<file path="src/rtl/traffic_signal_controller_ped_if.sv">
// Signal bundle between the intersection controller and its environment:
// sensor/button/delay inputs toward the controller, signal heads back out.
interface traffic_signal_controller_ped_if #(
    parameter int DW = 4
);
    logic          x;
    logic          ped_req;
    logic [DW-1:0] y2rdelay;
    logic [DW-1:0] r2gdelay;
    logic [DW-1:0] maxgreen;
    logic [DW-1:0] walkdelay;
    logic [1:0]    hwy;
    logic [1:0]    cntry;
    logic          walk;
    logic [2:0]    state;

    modport master (
        output x, ped_req, y2rdelay, r2gdelay, maxgreen, walkdelay,
        input  hwy, cntry, walk, state
    );

    modport slave (
        input  x, ped_req, y2rdelay, r2gdelay, maxgreen, walkdelay,
        output hwy, cntry, walk, state
    );
endinterface

</file>
<file path="src/rtl/traffic_signal_controller_ped.sv">
// Highway/country-road signal controller with max-green timeout, minimum
// highway hold and a latched pedestrian request served in an all-red walk phase.
module traffic_signal_controller_ped #(
    parameter int DW            = 4,
    parameter int HWY_MIN_GREEN = 4
) (
    input logic                         clock,
    input logic                         clear,
    traffic_signal_controller_ped_if.slave bus
);

    typedef enum logic [2:0] {
        S0 = 3'd0,
        S1 = 3'd1,
        S2 = 3'd2,
        S3 = 3'd3,
        S4 = 3'd4,
        S5 = 3'd5,
        S6 = 3'd6
    } state_t;

    localparam logic [1:0]    RED     = 2'd0;
    localparam logic [1:0]    YELLOW  = 2'd1;
    localparam logic [1:0]    GREEN   = 2'd2;
    localparam logic [DW-1:0] ONE     = {{(DW-1){1'b0}}, 1'b1};
    localparam logic [DW-1:0] CNT_MAX = {DW{1'b1}};
    localparam logic [DW-1:0] HOLD    = DW'(HWY_MIN_GREEN - 1);

    state_t        state_r;
    state_t        state_next_s;
    logic [DW-1:0] cnt_r;
    logic [DW-1:0] cnt_next_s;
    logic          ped_pend_r;
    logic          ped_pend_next_s;
    logic [1:0]    hwy_r;
    logic [1:0]    cntry_r;
    logic          walk_r;

    // A zero delay still holds its state for one cycle, so compare against eff(D)-1.
    function automatic logic [DW-1:0] eff_m1(input logic [DW-1:0] d);
        if (d == {DW{1'b0}}) begin
            eff_m1 = {DW{1'b0}};
        end else begin
            eff_m1 = d - ONE;
        end
    endfunction

    function automatic logic [1:0] hwy_of(input state_t s);
        case (s)
            S0:      hwy_of = GREEN;
            S1:      hwy_of = YELLOW;
            default: hwy_of = RED;
        endcase
    endfunction

    function automatic logic [1:0] cntry_of(input state_t s);
        case (s)
            S3:      cntry_of = GREEN;
            S4:      cntry_of = YELLOW;
            default: cntry_of = RED;
        endcase
    endfunction

    function automatic logic walk_of(input state_t s);
        case (s)
            S6:      walk_of = 1'b1;
            default: walk_of = 1'b0;
        endcase
    endfunction

    // Next-state selection from live delay inputs and the dwell count
    always_comb begin
        state_next_s = S0;
        case (state_r)
            S0: begin
                if ((cnt_r >= HOLD) && (bus.x || ped_pend_r)) state_next_s = S1;
                else                                          state_next_s = S0;
            end
            S1: begin
                if (cnt_r >= eff_m1(bus.y2rdelay)) state_next_s = S2;
                else                               state_next_s = S1;
            end
            S2: begin
                if (cnt_r >= eff_m1(bus.r2gdelay)) begin
                    if (bus.x)           state_next_s = S3;
                    else if (ped_pend_r) state_next_s = S6;
                    else                 state_next_s = S0;
                end else begin
                    state_next_s = S2;
                end
            end
            S3: begin
                if (!bus.x || (cnt_r >= eff_m1(bus.maxgreen))) state_next_s = S4;
                else                                           state_next_s = S3;
            end
            S4: begin
                if (cnt_r >= eff_m1(bus.y2rdelay)) state_next_s = S5;
                else                               state_next_s = S4;
            end
            S5: begin
                if (cnt_r >= eff_m1(bus.r2gdelay)) begin
                    if (ped_pend_r) state_next_s = S6;
                    else            state_next_s = S0;
                end else begin
                    state_next_s = S5;
                end
            end
            S6: begin
                if (cnt_r >= eff_m1(bus.walkdelay)) state_next_s = S0;
                else                                state_next_s = S6;
            end
            default: state_next_s = S0;
        endcase
    end

    // Pedestrian latch: entering the walk phase wins over a simultaneous press
    always_comb begin
        ped_pend_next_s = ped_pend_r;
        if (state_next_s == S6) begin
            ped_pend_next_s = 1'b0;
        end else if (bus.ped_req && (state_r != S6)) begin
            ped_pend_next_s = 1'b1;
        end else begin
            ped_pend_next_s = ped_pend_r;
        end
    end

    // Dwell counter restarts on each state change and saturates otherwise
    always_comb begin
        cnt_next_s = cnt_r;
        if (state_next_s != state_r) begin
            cnt_next_s = {DW{1'b0}};
        end else if (cnt_r != CNT_MAX) begin
            cnt_next_s = cnt_r + ONE;
        end else begin
            cnt_next_s = cnt_r;
        end
    end

    // State, counter, latch and head registers; heads decode the next state
    // so they switch on the same edge as the state register.
    always_ff @(posedge clock) begin
        if (clear) begin
            state_r    <= S0;
            cnt_r      <= {DW{1'b0}};
            ped_pend_r <= 1'b0;
            hwy_r      <= GREEN;
            cntry_r    <= RED;
            walk_r     <= 1'b0;
        end else begin
            state_r    <= state_next_s;
            cnt_r      <= cnt_next_s;
            ped_pend_r <= ped_pend_next_s;
            hwy_r      <= hwy_of(state_next_s);
            cntry_r    <= cntry_of(state_next_s);
            walk_r     <= walk_of(state_next_s);
        end
    end

    assign bus.hwy   = hwy_r;
    assign bus.cntry = cntry_r;
    assign bus.walk  = walk_r;
    assign bus.state = state_r;

endmodule
</file>
<file path="src/flat_wrapper.sv">
// flat-port wrapper written by rule: the top's interface ports become plain ports
module traffic_signal_controller_ped_flat 
#(
    parameter int DW            = 4,
    parameter int HWY_MIN_GREEN = 4
)
  (clock, clear, bus_x, bus_ped_req, bus_y2rdelay, bus_r2gdelay, bus_maxgreen, bus_walkdelay, bus_hwy, bus_cntry, bus_walk, bus_state);
  traffic_signal_controller_ped_if #(.DW(DW)) bus_i ();
  input logic clock;
  input logic clear;
  input wire logic [$bits(bus_i.x)-1:0] bus_x;
  input wire logic [$bits(bus_i.ped_req)-1:0] bus_ped_req;
  input wire logic [$bits(bus_i.y2rdelay)-1:0] bus_y2rdelay;
  input wire logic [$bits(bus_i.r2gdelay)-1:0] bus_r2gdelay;
  input wire logic [$bits(bus_i.maxgreen)-1:0] bus_maxgreen;
  input wire logic [$bits(bus_i.walkdelay)-1:0] bus_walkdelay;
  output wire logic [$bits(bus_i.hwy)-1:0] bus_hwy;
  output wire logic [$bits(bus_i.cntry)-1:0] bus_cntry;
  output wire logic [$bits(bus_i.walk)-1:0] bus_walk;
  output wire logic [$bits(bus_i.state)-1:0] bus_state;
  assign bus_i.x = bus_x;
  assign bus_i.ped_req = bus_ped_req;
  assign bus_i.y2rdelay = bus_y2rdelay;
  assign bus_i.r2gdelay = bus_r2gdelay;
  assign bus_i.maxgreen = bus_maxgreen;
  assign bus_i.walkdelay = bus_walkdelay;
  assign bus_hwy = bus_i.hwy;
  assign bus_cntry = bus_i.cntry;
  assign bus_walk = bus_i.walk;
  assign bus_state = bus_i.state;
  traffic_signal_controller_ped #(.DW(DW), .HWY_MIN_GREEN(HWY_MIN_GREEN)) u_core (.clock(clock), .clear(clear), .bus(bus_i));
endmodule
</file>
<file path="config.mk">
export PLATFORM = sky130hd
export DESIGN_NAME = traffic_signal_controller_ped_flat
export DESIGN_NICKNAME = d
export VERILOG_FILES = /design/src/rtl/traffic_signal_controller_ped_if.sv /design/src/rtl/traffic_signal_controller_ped.sv /design/src/flat_wrapper.sv
export SDC_FILE = /design/constraint.sdc
export NUM_CORES = 1
export LEC_CHECK = 0
export ABC_AREA = 1
export CORE_MARGIN = 5
export CORE_UTILIZATION = 40
export DETAILED_ROUTE_END_ITERATION = 8
export GPL_ROUTABILITY_DRIVEN = 1
export PLACE_DENSITY = 0.7
export SYNTH_ARGS = -nofsm -noshare
export SYNTH_HDL_FRONTEND = slang
export SYNTH_SLANG_ARGS = --single-unit
</file>
<file path="constraint.sdc">
create_clock -name clock -period 3.35 [get_ports clock]
set_input_delay 0.335 -clock clock [delete_from_list [all_inputs] [get_ports clock]]
set_output_delay 0.335 -clock clock [all_outputs]
set_load 0.01 [all_outputs]
</file>
==> reports/qor.csv, run 1 <==
stage;metric;value;unit
drt;vias per cell;4.69;
global_routing;first-pass GRT wire length;4640;um
cells_and_area;area of the multi-input gates;821;sq um
synthesis;cells after synthesis;201;
setup_path;Worst path slowest cell;clkdlybuf4s50_1;
clock_tree;post-cts sizing count;0;
timing;Layout Skew;0.00223;ns
setup_path;Crit Path Class;primary input to register;
clock_tree;Clk Latency, worst-skew pair;0.26;ns
worst_hold_path;Hold Path Class;register to register;
setup_path;crit path launch;bus_y2rdelay[0];
pwr;PD cells;423;nW/um^2
setup_path;critical path endpoint category;register;
outcome;outcome;completed;
drt;WL final;2520;um
cells_and_area;Layout area overhead;27.6;%
cells_and_area;sequential cell area;260;sq um
drt;vias;1242;
setup_path;R2R Path End;u_core.cnt_r[1];
timing;Final Hold Viols;0;
synthesis;Mapped Nets;238;
cells_and_area;fraction of layout cells with a size suffix above 1;0.0474;
cells_and_area;# nets final;270;
timing;Final Critical Period;2.43;ns
setup_path;CP Data Arrival Time;2.63;ns
global_routing;antenna violations before repair;0;
pwr;clock share of power;0.138;
clock_tree;CTS tree;yes;
clock_tree;Worst-path clk slew;0.07;ns
die;die width;65.3;um
clock_tree;Clock Path Buffers;2;
clock_tree;# clock sinks;13;
pwr;maximum VDD drop;287;uV
timing;fmax;412;MHz
clock_tree;Num CTS Buffers;3;
setup_path;max incr delay on CP;0.44;ns
setup_path;CP max FO;4;
placed_design;gp weighted congestion;0.789;
setup_path;crit path buf inv count;3;
clock_tree;CTS H-tree lvls;1;
die;placement row count;20;
drt;Routed wire per std cell;9.51;um
placed_design;Post-DP HPWL;2170;um
die;initial core utilization;0.408;
pwr;Psw;0.277;mW
global_routing;number of global-route vias before repair;1191;
pwr;leakage power;0.822;nW
synthesis;Mapped Avg Cell Area;6.09;sq um
cells_and_area;final std cells w/o fill;265;
placed_design;IO Port Bufs;27;
drt;router iterations before antenna repair;4;
global_routing;All-Layer GR Usage;0.134;
synthesis;yosys warns;0;
synthesis;ys flop type;dfxtp_1;
setup_path;crit path cell chain;clkdlybuf4s50_1 -> nor2_1 -> inv_1 -> a21oi_1 -> o21ai_0 -> ha_1 -> nand2_1 -> inv_1 -> nand2_1 -> nand3_1 -> nand2_1 -> nand2_1 -> nor2_1 -> nand2_1 -> nand2_1 -> nand2_1 -> nor2_2 -> nand2_2 -> nor2_1;
drt;DR DRC count;0;
setup_path;Reg2Reg Depth;12;
timing;Fin Setup TNS;0;ns
run;Max-Cap Viols;0;
timing;final setup fails;0;
die;# IOs;28;
cells_and_area;Antenna Cells;0;
cells_and_area;# fillers;321;
global_routing;Overflow after GRT;0;
setup_path;worst r2r src;u_core.cnt_r[3];
die;Die Y-Extent;65.3;um
drt;DRT antenna net count;0;
timing;unrepaired setup endpoints after global routing;false;
drt;initial drt markers;14;
setup_path;CP Depth;19;
synthesis;Post-synth EDFFs;0;
clock_tree;Setup Fix Bufs, Post-CTS;0;
pwr;switching share of power;0.419;
setup_path;most used cell, CP;nand2_1;
timing;Final Cycle Share;0.725;
setup_path;CP required;3.55;ns
timing;Slew Limit Headroom;0.773;
synthesis;post-synthesis cell type count;22;
pwr;Logic pwr share;0.539;
die;core footprint;3000;sq um
timing;Slew @ Worst Pin;0.340;ns
timing;max-slew violation count;0;
clock_tree;Post-CTS Hold Fix Bufs;0;
clock_tree;clock root buffer;clkbuf_4;
setup_path;Crit path max-delay family;simple AND/OR/NAND/NOR gates;
placed_design;DP Cell Count;261;
setup_path;Startpoint Class;primary input;
pwr;PnR Total Power;0.660;mW
setup_path;worst setup path endpoint;u_core.cnt_r[1];
setup_path;Worst R2R Setup Slack;1.36;ns
synthesis;Seq/Total Area, Yosys;0.213;
synthesis;Post-Syn Area;1220;sq um
pwr;Internal;0.383;mW
synthesis;Yosys reg bits;13;
pwr;Flop pwr share;0.323;
global_routing;largest net degree at the start of global routing;10;
synthesis;FFs w/ async S/R, synth;0;
die;Die Area;4270;sq um
layout by cell type, fill, tap and decap left out, types with 2 or more instances in the layout:
cell type	netlist	routed
nor2_1	25	25
nor3_1	6	6
nand4_1	3	3
clkdlybuf4s50_1	0	27
dfxtp_1	13	13
a21oi_1	13	13
a31oi_1	2	2
ha_1	17	17
nand2_1	55	55
nand3_1	10	10
clkbuf_4	0	3
inv_1	35	35
inv_2	3	3
o31ai_1	2	2
o21ai_0	8	8
worst min-delay path, stage by stage, from the launching register on:
cell	delay, ns
dfxtp_1	0.33
a21oi_1	0.04
nor2_1	0.08
flip-flops by register name (all words and copies together), names as in the netlist:
name and count:
u_core.ped_pend_r 1, u_core.bus.walk 1, u_core.bus.cntry 2, u_core.cnt_r 4, u_core.bus.hwy 2, u_core.bus.state 3
kinds of logic after synthesis:
| group | Yosys count | share of synthesized area |
|---|---|---|
| multiplexers | 1 | 0.00818 |
| AND/OR/NAND/NOR | 104 | 0.363 |
| adder cells (fa/ha/maj) | 17 | 0.174 |
| XOR/XNOR | 1 | 0.00716 |
| buffers and inverters | 38 | 0.117 |
| flip-flops | 13 | 0.213 |
| AO/OA/AOI/OAI | 27 | 0.119 |
stage by stage:
| stage | setup WS [ns] | cell area [sq um] | util | hold WS (ns) |
|---|---|---|---|---|
| after floorplan | 1.36 | 1220 | - | 0.404 |
| after global placement | 0.681 | 1540 | 0.511 | 0.460 |
| final | 0.923 | 1560 | 0.520 | 0.484 |
| after global routing | 0.611 | 1560 | 0.520 | 0.545 |
| after detailed placement | 0.630 | 1540 | 0.511 | 0.474 |
| after CTS | 0.913 | 1560 | 0.520 | 0.491 |
synthesized netlist by cell type, types with 2 or more instances:
master / n / area share
nand3_1: 10 / 0.041
ha_1: 17 / 0.17
nor3_1: 6 / 0.025
nand2_1: 55 / 0.17
a21oi_1: 13 / 0.053
o31ai_1: 2 / 0.012
nand4_1: 3 / 0.015
inv_2: 3 / 0.0092
o21ai_0: 8 / 0.033
a31oi_1: 2 / 0.010
dfxtp_1: 13 / 0.21
nor2_1: 25 / 0.077
inv_1: 35 / 0.11
area by class of cell:
cell class | count | area share
Clock buffer | 4 | 0.0168
Tap cell | 33 | 0.0264
Sequential cell | 13 | 0.167
Timing Repair Buffer | 27 | 0.173
Inverter | 38 | 0.0913
Multi-Input combinational cell | 150 | 0.526
per-layer routing:
| layer | share of wire | GRT usage | vias up | routed length (um) |
|---|---|---|---|---|
| li1 | - | - | 706 | - |
| met1 | 0.51 | 0.176 | 513 | 1300 |
| met2 | 0.44 | 0.221 | 21 | 1120 |
| met3 | 0.035 | 0.0154 | 2 | 89 |
| met4 | 0.0056 | 0.0544 | 0 | 14 |
| met5 | 0 | 0 | - | 0 |
how the worst min path moves through the flow:
| stage | startpoint | endpoint | depth (start not counted) |
|---|---|---|---|
| finish | u_core.ped_pend_r | u_core.ped_pend_r | 2 |
| global route | u_core.ped_pend_r | u_core.ped_pend_r | 2 |
| CTS | u_core.ped_pend_r | u_core.ped_pend_r | 2 |
| detailed placement | u_core.ped_pend_r | u_core.ped_pend_r | 2 |
| global placement | u_core.ped_pend_r | u_core.ped_pend_r | 2 |
| floorplan | clear | u_core.bus.hwy[0] | 1 |
power groups by stage:
stage / Sequential (mW) / Combinational [mW] / Clock [mW]
detailed placement: 0.217 / 0.359 / 0
global route: 0.219 / 0.422 / 0.103
global placement: 0.218 / 0.353 / 0
finish: 0.213 / 0.356 / 0.0909
CTS: 0.214 / 0.362 / 0.0960
floorplan: 0.214 / 0.252 / 0
Power figures use the tool's default switching activity.
==> run 2: changes to the inputs <==
==> constraint.sdc (replaced) <==
create_clock -name clock -period 2.24 [get_ports clock]
set_input_delay 0.224 -clock clock [delete_from_list [all_inputs] [get_ports clock]]
set_output_delay 0.224 -clock clock [all_outputs]
set_load 0.01 [all_outputs]
==> reports/qor.csv, run 2 (same netlist as run 1, synthesis figures left out) <==
stage;metric;value;unit
clock_tree;clock root buffer;clkbuf_4;
clock_tree;Clock Path Buffers;2;
placed_design;gp weighted congestion;0.841;
pwr;PnR Total Power;1.08;mW
clock_tree;CTS H-tree lvls;1;
drt;router iterations before antenna repair;4;
pwr;PD cells;605;nW/um^2
global_routing;Overflow after GRT;0;
timing;Slew Limit Headroom;0.777;
clock_tree;# clock sinks;13;
setup_path;Startpoint Class;primary input;
timing;Final Cycle Share;0.917;
outcome;outcome;completed;
die;core footprint;3000;sq um
setup_path;worst r2r src;u_core.cnt_r[3];
die;die width;65.3;um
timing;max-slew violation count;0;
cells_and_area;leading cell type in the layout, fill and taps excluded;nand2_1;
timing;Final Hold Viols;0;
cells_and_area;commonest cells after routing, fill and taps aside;nand2_1, inv_1, nor2_1;
pwr;maximum VDD drop;459;uV
cells_and_area;Layout area overhead;45.6;%
setup_path;CP Data Arrival Time;2.23;ns
placed_design;IO Port Bufs;27;
cells_and_area;# nets final;284;
drt;WL final;2890;um
cells_and_area;final std cells w/o fill;279;
timing;Final Critical Period;2.05;ns
drt;vias per cell;4.80;
die;placement row count;20;
setup_path;crit path launch;bus_r2gdelay[1];
clock_tree;Worst-path clk slew;0.07;ns
timing;final setup fails;0;
drt;DR DRC count;0;
timing;Slew @ Worst Pin;0.334;ns
cells_and_area;max reg flops;4;
cells_and_area;Antenna Cells;0;
setup_path;CP required;2.41;ns
timing;Final WS setup;0.185;ns
global_routing;first-pass GRT wire length;4750;um
setup_path;Crit Path Class;primary input to register;
placed_design;DP Cell Count;274;
run;Max-Cap Viols;0;
worst_hold_path;Hold Path Class;register to register;
setup_path;CP max FO;6;
timing;fmax;487;MHz
pwr;leakage power;1.02;nW
die;Die Area;4270;sq um
timing;hold slack final;0.490;ns
die;Die Y-Extent;65.3;um
die;# IOs;28;
clock_tree;Post-CTS Hold Fix Bufs;0;
cells_and_area;Final Util;0.593;
worst_hold_path;Hold Crit Start;u_core.ped_pend_r;
clock_tree;Clk Latency, worst-skew pair;0.28;ns
drt;Routed wire per std cell;10.4;um
drt;DRT antenna net count;0;
cells_and_area;Largest Register;u_core.cnt_r;
drt;vias;1339;
clock_tree;CTS tree;yes;
global_routing;All-Layer GR Usage;0.139;
global_routing;antenna violations before repair;0;
cells_and_area;fraction of layout cells with a size suffix above 1;0.187;
die;initial core utilization;0.408;
timing;Layout Skew;0.00231;ns
global_routing;number of global-route vias before repair;1210;
setup_path;critical path endpoint category;register;
placed_design;Post-DP HPWL;2370;um
drt;initial drt markers;32;
placed_design;dpl ws;-0.281;ns
clock_tree;Num CTS Buffers;3;
global_routing;largest net degree at the start of global routing;9;
[run 2: cell count changes in the layout (fill, tap and decap cells not counted), sizes merged]
cell / change
buf: +14
clkdlybuf4s50: -12
dlymetal6s2s: +12
[run 2: area by class of cell]
class                           instances  area, sq um
Sequential cell                        13          260
Clock buffer                            4         26.3
Multi-Input combinational cell        150          906
Fill cell                             300         1220
Tap cell                               33         41.3
Inverter                               38          143
Timing Repair Buffer                   41          405
[run 2: repair_timing]
action / CTS / global route
gates resized for setup: 1 / 39
hold endpoints to repair: 0 / 0
pin swaps: 0 / 13
endpoints found under the setup margin: 1 / 11
buffers inserted: 0 / 1
cloned: 0 / 0
[run 2: final timing paths]
path,cells after the start,endpoint,slack (ns)
max,13,u_core.cnt_r[3],0.19
min,2,u_core.ped_pend_r,0.49
max reg2reg,13,u_core.cnt_r[3],0.36
min reg2reg,2,u_core.ped_pend_r,0.49
[run 2: critical path, cell delays in order]
cell and delay, ns:
clkdlybuf4s50_1 0.48, o31ai_2 0.27, ha_1 0.30, a21oi_2 0.20, nand3_4 0.12, nand2_1 0.08, nand2_1 0.06, nor2_2 0.12
nand3_1 0.10, nand2_1 0.10, nor2_2 0.05, nand2_2 0.09, nor2_1 0.05
[run 2: per-stage QoR]
step                TNS [ns]  area (sq um)
global placement       -1.61          1630
global route        -0.00498          1780
finish                     0          1780
floorplan                  0          1220
CTS                        0          1660
detailed placement     -2.22          1630
[run 2: layer usage]
layer | GRT usage | vias up | routed length (um)
li1 | - | 736 | -
met1 | 0.175 | 578 | 1420
met2 | 0.243 | 23 | 1350
met3 | 0.0188 | 2 | 97
met4 | 0.0466 | 0 | 27
met5 | 0 | - | 0
[run 2: where the power goes]
part / switching, mW / total (mW) / internal [mW] / leakage [nW]
clock: 0.0737 / 0.143 / 0.0691 / 0.0150
sequential: 0.0496 / 0.322 / 0.272 / 0.106
combinational: 0.339 / 0.613 / 0.274 / 0.898
==> run 3: changes to the inputs <==
--- a/config.mk
+++ b/config.mk
@@ -7,10 +7,10 @@
 export LEC_CHECK = 0
 export ABC_AREA = 1
 export CORE_MARGIN = 5
-export CORE_UTILIZATION = 40
+export CORE_UTILIZATION = 47
 export DETAILED_ROUTE_END_ITERATION = 8
 export GPL_ROUTABILITY_DRIVEN = 1
-export PLACE_DENSITY = 0.7
+export PLACE_DENSITY = 0.8
 export SYNTH_ARGS = -nofsm -noshare
 export SYNTH_HDL_FRONTEND = slang
 export SYNTH_SLANG_ARGS = --single-unit
==> reports/qor.csv, run 3 (same netlist as run 1, synthesis figures left out) <==
stage;metric;value;unit
cells_and_area;# nets final;283;
clock_tree;Worst-path clk slew;0.07;ns
pwr;leakage power;1.00;nW
setup_path;Worst R2R Setup Slack;0.24;ns
global_routing;Overflow after GRT;0;
die;# IOs;28;
die;core footprint;2480;sq um
cells_and_area;Largest Register;u_core.cnt_r;
clock_tree;Post-CTS Hold Fix Bufs;0;
placed_design;Post-DP HPWL;2270;um
timing;Final Hold Viols;0;
drt;WL final;3110;um
timing;Final Critical Period;2.15;ns
clock_tree;CTS tree;yes;
run;Max-Cap Viols;0;
global_routing;first-pass GRT wire length;4750;um
die;Die Area;3720;sq um
clock_tree;# clock sinks;13;
cells_and_area;commonest cells after routing, fill and taps aside;nand2_1, inv_1, nor2_1;
global_routing;number of global-route vias before repair;1207;
setup_path;Reg2Reg Depth;13;
cells_and_area;leading cell type in the layout, fill and taps excluded;nand2_1;
global_routing;largest net degree at the start of global routing;10;
global_routing;All-Layer GR Usage;0.165;
worst_hold_path;Hold Path Depth;2;
cells_and_area;Antenna Cells;0;
drt;DR DRC count;0;
clock_tree;clock root buffer;clkbuf_4;
drt;vias per cell;5.04;
pwr;PD cells;619;nW/um^2
outcome;outcome;completed;
timing;Slew @ Worst Pin;0.362;ns
drt;initial drt markers;42;
pwr;maximum VDD drop;582;uV
worst_hold_path;Hold Crit Start;u_core.ped_pend_r;
setup_path;CP Data Arrival Time;2.32;ns
timing;Final Cycle Share;0.960;
placed_design;IO Port Bufs;27;
cells_and_area;fraction of layout cells with a size suffix above 1;0.184;
clock_tree;CTS H-tree lvls;1;
clock_tree;Clk Latency, worst-skew pair;0.27;ns
cells_and_area;# fillers;205;
cells_and_area;final std cells w/o fill;275;
die;die width;61.0;um
cells_and_area;Layout area overhead;44.0;%
setup_path;worst r2r src;u_core.cnt_r[3];
setup_path;Crit Path Class;primary input to register;
placed_design;DP Cell Count;269;
die;Die Y-Extent;61.0;um
setup_path;R2R Path End;u_core.cnt_r[1];
timing;final setup fails;0;
clock_tree;Clock Path Buffers;2;
timing;Fin Setup TNS;0;ns
die;placement row count;18;
cells_and_area;max reg flops;4;
clock_tree;Num CTS Buffers;3;
timing;fmax;465;MHz
drt;vias;1387;
placed_design;gp weighted congestion;0.923;
setup_path;critical path endpoint category;register;
setup_path;CP max FO;6;
setup_path;Startpoint Class;primary input;
drt;router iterations before antenna repair;4;
timing;Slew Limit Headroom;0.758;
die;initial core utilization;0.494;
drt;DRT antenna net count;0;
setup_path;CP required;2.41;ns
timing;max-slew violation count;0;
drt;Routed wire per std cell;11.3;um
worst_hold_path;Hold Path Class;register to register;
timing;Layout Skew;0.00303;ns
global_routing;antenna violations before repair;0;
worst_hold_path;Hold EP;u_core.ped_pend_r;
-- run 3: critical path, cell delays in order --
cell	delay (ns)
clkdlybuf4s50_1	0.49
o31ai_2	0.30
ha_1	0.30
a21oi_2	0.19
nand3_4	0.13
nand2_1	0.08
nand2_1	0.05
nor2_1	0.15
nand3_1	0.09
nand2_1	0.11
nor2_2	0.05
nand2_2	0.09
nor2_1	0.05
-- run 3: how the worst max path moves through the flow --
| stage | slack [ns] | start | to |
|---|---|---|---|
| 3_5_place_dp | -0.28 | bus_y2rdelay[1] | u_core.cnt_r[0] |
| 4_1_cts | 0.005 | bus_y2rdelay[1] | u_core.cnt_r[0] |
| 5_1_grt | -0.03 | bus_walkdelay[3] | u_core.cnt_r[1] |
| 3_3_place_gp | -0.19 | bus_r2gdelay[2] | u_core.cnt_r[0] |
| 6_report | 0.09 | bus_r2gdelay[0] | u_core.cnt_r[1] |
| 2_1_floorplan | 0.37 | bus_y2rdelay[1] | u_core.cnt_r[2] |
-- run 3: per-stage QoR --
| step | cell area (sq um) | setup slack [ns] | total power [mW] | utilization | hold WS [ns] |
|---|---|---|---|---|---|
| floorplan | 1220 | 0.365 | 0.696 | - | 0.293 |
| global placement | 1610 | -0.191 | 0.874 | 0.652 | 0.460 |
| detailed placement | 1610 | -0.281 | 0.890 | 0.652 | 0.479 |
| CTS | 1640 | 0.00515 | 1.03 | 0.663 | 0.496 |
| global route | 1760 | -0.0333 | 1.21 | 0.711 | 0.547 |
| finish | 1760 | 0.0893 | 1.09 | 0.711 | 0.488 |
-- run 3: routing by layer --
layer	track usage	share of wire	wire, um	vias to the layer above
li1	-	-	-	736
met1	0.216	0.44	1370	606
met2	0.289	0.50	1560	41
met3	0.0147	0.053	166	4
met4	0.0495	0.0055	17	0
met5	0	0	0	-
-- run 3: layout make-up --
cell class              count  area [sq um]  area share
clock buffers               4          26.3      0.0149
inverters                  38           143      0.0810
repair buffers             40           398       0.226
flip-flops and latches     13           260       0.148
multi-input cells         150           897       0.509
well taps                  30          37.5      0.0213
-- run 3: power breakdown --
group | switching, mW | internal [mW] | total (mW) | leakage [nW]
logic | 0.351 | 0.282 | 0.633 | 0.884
registers | 0.0471 | 0.272 | 0.319 | 0.106
clock network | 0.0694 | 0.0689 | 0.138 | 0.0150
total | 0.467 | 0.623 | 1.09 | 1.00
-- run 3: what timing repair did --
item / CTS / global route
cloned: 0 / 0
buffers inserted: 0 / 2
resized for setup: 1 / 37
pin swaps: 0 / 17
setup endpoints to repair: 1 / 11
